`src/rtl/gpio_edge_irq.sv`:
```
// Per-bit rising/falling edge capture into sticky W1C status plus a masked level interrupt; optional event counter under GPIO_EDGE_IRQ_CNT_EN.
// Latency: an input change sampled at edge k sets status at edge k and irq at edge k+1.
// Backpressure: none; every cycle is consumed, and a set wins over a clear of the same bit.
module gpio_edge_irq #(
    parameter int C_DWIDTH    = 32,
    parameter int C_CNT_WIDTH = 16
) (
    input  logic                   clk,
    input  logic                   reset,
    input  logic [C_DWIDTH-1:0]    gpio_in,
    input  logic [C_DWIDTH-1:0]    rise_en,
    input  logic [C_DWIDTH-1:0]    fall_en,
    input  logic [C_DWIDTH-1:0]    irq_en,
    input  logic                   global_irq_en,
    input  logic                   clr_valid,
    input  logic [C_DWIDTH-1:0]    clr_mask,
    output logic [C_DWIDTH-1:0]    status,
    output logic                   irq,
    output logic [C_CNT_WIDTH-1:0] event_cnt
);

    typedef enum logic {
        ST_PRIME = 1'b0,
        ST_RUN   = 1'b1
    } state_t;

    state_t              state_q;
    state_t              state_d;
    logic [C_DWIDTH-1:0] gpio_q;
    logic [C_DWIDTH-1:0] rise;
    logic [C_DWIDTH-1:0] fall;
    logic [C_DWIDTH-1:0] ev;
    logic [C_DWIDTH-1:0] clr_bits;
    logic [C_DWIDTH-1:0] status_d;
    logic                irq_d;

    // PRIME only seeds gpio_q, so the reset-time mismatch against zero never reports an edge.
    always_comb begin
        state_d = state_q;
        rise    = '0;
        fall    = '0;
        ev      = '0;
        case (state_q)
            ST_PRIME: begin
                state_d = ST_RUN;
            end
            ST_RUN: begin
                rise = gpio_in & ~gpio_q;
                fall = ~gpio_in & gpio_q;
                ev   = (rise & rise_en) | (fall & fall_en);
            end
            default: begin
                state_d = ST_PRIME;
            end
        endcase
        clr_bits = clr_valid ? clr_mask : '0;
        status_d = (status & ~clr_bits) | ev;
        irq_d    = global_irq_en & (|(status & irq_en));
    end

    always_ff @(posedge clk) begin
        if (reset) begin
            state_q <= ST_PRIME;
            gpio_q  <= '0;
            status  <= '0;
            irq     <= 1'b0;
        end else begin
            state_q <= state_d;
            gpio_q  <= gpio_in;
            status  <= status_d;
            irq     <= irq_d;
        end
    end

`ifdef GPIO_EDGE_IRQ_CNT_EN
    logic [C_CNT_WIDTH-1:0] cnt_q;
    logic                   any_ev;
    logic                   clr_all;

    assign any_ev  = |ev;
    assign clr_all = clr_valid & (&clr_mask);

    // Counts cycles carrying any event; holds at all-ones rather than wrapping.
    always_ff @(posedge clk) begin
        if (reset) begin
            cnt_q <= '0;
        end else if (clr_all) begin
            cnt_q <= any_ev ? C_CNT_WIDTH'(1) : '0;
        end else if (any_ev && !(&cnt_q)) begin
            cnt_q <= cnt_q + C_CNT_WIDTH'(1);
        end
    end

    assign event_cnt = cnt_q;
`else
    assign event_cnt = '0;
`endif

endmodule

```
`config.mk`:
```
export PLATFORM = sky130hd
export DESIGN_NAME = gpio_edge_irq
export DESIGN_NICKNAME = d
export VERILOG_FILES = /design/src/rtl/gpio_edge_irq.sv
export SDC_FILE = /design/constraint.sdc
export NUM_CORES = 1
export LEC_CHECK = 0
export ABC_AREA = 1
export BUFFER_PORTS_ARGS = -buffer_cell sky130_fd_sc_hd__buf_2
export CAP_MARGIN = 20
export CORE_MARGIN = 3
export CORE_UTILIZATION = 27
export CTS_CLUSTER_DIAMETER = 40
export DETAILED_ROUTE_END_ITERATION = 10
export HOLD_SLACK_MARGIN = 0.05
export SLEW_MARGIN = 20
export SYNTH_ARGS = -nofsm -noshare
export SYNTH_HDL_FRONTEND = slang
export SYNTH_SLANG_ARGS = --single-unit
```
`constraint.sdc`:
```
create_clock -name clk -period 0.8 [get_ports clk]
set_input_delay 0.16 -clock clk [delete_from_list [all_inputs] [get_ports clk]]
set_output_delay 0.16 -clock clk [all_outputs]
set_load 0.01 [all_outputs]
```
==> flow_metrics.tcl <==
set metrics [dict create \
    critPathLaunchType "flip-flop" \
    hold_ws_ns 0.0654 \
    post_drt_wl_per_cell_um 11.9 \
    yosysUniqueCellTypes 10 \
    async_flop_share 0 \
    synth_common_cells "nand2_1 (213), nor2_1 (74), dfxtp_1 (66)" \
    cts.sinks 66 \
    clock_latency_ns 0.32 \
    violations "setup timing" \
    slew_violations 0 \
    hold_buffers 0 \
    power.density_mw_per_mm2 1720 \
    seq_area_mm2 0.00137 \
    cp-end-kind "primary output" \
    cts_tree "yes" \
    dp_hpwl_um 7530 \
    fill_cells 1088 \
    yosysSeqAreaShare 0.431 \
    worstHoldEndpoint "gpio_q[22]$_SDFF_PP0_" \
    grt_pass1_wl_um 16000 \
    core_mm2 0.0110 \
    yosysTopAreaCell "dfxtp_1" \
    diodes 0 \
    utilization 0.499 \
    die-area_mm2 0.0127 \
    clk_path_buf_depth 2 \
    r2r_cells 7 \
    place.gp.congestion 0.798 \
    min-delay-path-class "input pin to flip-flop" \
    place_area_mm2 0.00438 \
    cts_buffers 9 \
    path_cells "buf_6 -> buf_6" \
    post-place-ws_ns -0.202 \
    drc_errors 0 \
    synth_edf_count 0 \
    hold_viol_final 0 \
    core.rowCount 38 \
    drt-initial-drc-count 136 \
    timing.fmax_ghz 0.976 \
    start_util 0.279 \
    netlist_area_mm2 0.00306 \
    cpPeakStageDelay_ns 0.33 \
    cp_max_fo 2 \
    yosys_warnings 0 \
    r2r-start "status[10]$_SDFF_PP0_" \
    synth_top_cell_area_share 0.431 \
    clkSlewWorstSetupHoldPaths_ns 0.06 \
    r2r_slack_ns -0.15 \
    period_share 1.28 \
    vias 3666 \
    avgSynthCellArea_um2 6.37 \
    whs_path_depth 3 \
    finalPower_mw 9.42 \
    ys.flop_type "dfxtp_1" \
    crit_required_ns 0.64 \
    grtUsageTotal 0.155 \
    port_buffers 196 \
    fin_crit_ns 1.02 \
    syn_inst 481 \
    dr.pass1.iters 4 \
    setup_ws_ns -0.225 \
    fin_worst_skew_ns 0.00684 \
    slowest_stage "dfxtp_2" \
    htree_levels 3 \
    area_growth_pct 79.1 \
    synth.area.top_cells "dfxtp_1 (43%), nand2_1 (26%), nor2_1 (9.1%)" \
    cp.arrival_ns 0.86 \
    ios 213 \
    worstHoldStart "gpio_in[22]" \
    die_h_um 113 \
    fp.dieW_um 113 \
    cp_num_buf_inv 2 \
    grt_max_degree 31 \
    cpMostUsedCell "buf_6" \
    final-setup-viol-count 66 \
    p_leak_nw 2.97 \
    ys_seq_elements 66 \
    overflow 0 \
    cp_top_family "flip-flops" \
    final_cell_area_mm2 0.00549 \
    max-cap-violations 0 \
    critPathKind "flip-flop to primary output" \
    via_per_inst 4.27 \
    synth_most_common_cell "nand2_1" \
    ctsRootBufferMaster "clkbuf_16" \
    ir_drop_uv 838 \
    grt_pass1_vias 3651 \
    r2r_end "irq$_SDFF_PP0_" \
    drive_gt1_frac 0.501 \
    final_nets 878 \
    status "finished, violations left" \
    rsz0062_at_grt "true" \
    antenna_found_initial 0 \
    multi_input_area_mm2 0.00181 \
    ant_nets 0 \
    totalWireLength_um 10200 \
]
-- power breakdown --
| group | switching (mW) | internal, mW |
|---|---|---|
| clock network | 1.39 | 2.65 |
| registers | 0.119 | 3.49 |
| logic | 0.848 | 0.931 |
-- cell type report --
| class | count | share of cell area |
|---|---|---|
| multi-input combinational | 368 | 0.330 |
| timing repair buffer | 236 | 0.311 |
| sequential | 66 | 0.250 |
| clock buffer | 13 | 0.0493 |
| tap | 140 | 0.0319 |
| inverter | 33 | 0.0226 |
| clock inverter | 2 | 0.00639 |
-- stage by stage --
stage,cells,TNS (ns)
final,858,-8.37
after global placement,837,-1.04
after floorplan,496,-0.0134
after CTS,856,-8.36
after detailed placement,837,-1.35
after global routing,858,-11.06
-- registers in the layout (all words and copies together) (netlist names) --
register  count
status       32
state_q       1
irq           1
gpio_q       32
-- worst max-delay path by stage --
stage / depth (start not counted) / to / startpoint / slack (ns)
final: 2 / status[31] / status[31]$_SDFF_PP0_ / -0.22
after global routing: 2 / status[18] / status[18]$_SDFF_PP0_ / -0.26
after CTS: 2 / status[31] / status[31]$_SDFF_PP0_ / -0.23
after detailed placement: 6 / irq$_SDFF_PP0_ / status[28]$_SDFF_PP0_ / -0.20
after global placement: 6 / irq$_SDFF_PP0_ / status[28]$_SDFF_PP0_ / -0.20
after floorplan: 6 / irq$_SDFF_PP0_ / status[24]$_SDFF_PP0_ / -0.01
-- cell usage in the layout (no fill, tap or decap) --
master     Yosys  layout
nand2_4        0      24
nand3_1       32      32
nor2_2         0       5
buf_8          0       1
inv_1         33      33
buf_12         0       7
clkbuf_8       0       3
nor2_1        74      69
nand2_2        0      13
clkbuf_1       0       1
dfxtp_1       66      30
dfxtp_4        0       1
a21oi_1       33       1
bufinv_16      0       1
buf_4         19       4
clkinv_2       0       1
dfxtp_2        0      35
nand2_1      213     176
a21oi_2        0      32
clkbuf_16      0       9
buf_6          3      60
buf_2          7     163
buf_16         0       1
conb_1         1      16
-- kinds of logic after synthesis --
logic type	synth area share
AOI/OAI and AO/OA	0.0539
DFF	0.431
and+or+nand+nor	0.404
other	0.00122
buffers and inverters	0.109
-- layer usage --
layer / GRT usage / part of all wire
met4: 0.0553 / 0.017
met2: 0.278 / 0.51
met5: 0 / 0
met3: 0.0447 / 0.071
met1: 0.175 / 0.40
-- repair_timing --
item	in CTS	in global routing
endpoints found under the setup margin	58	66
pin swaps	3	54
gates cloned	2	0
setup buffers	2	2
gates resized for setup	99	99
-- worst reg2reg max path, stage by stage, from the launching register on --
cell and delay [ns]:
dfxtp_2 0.32, buf_6 0.11, nand2_2 0.04, nand2_1 0.04, nor2_1 0.09, nand2_1 0.07
nor2_1 0.09, a21oi_1 0.07
No activity file was read; power rests on OpenSTA's default activity.
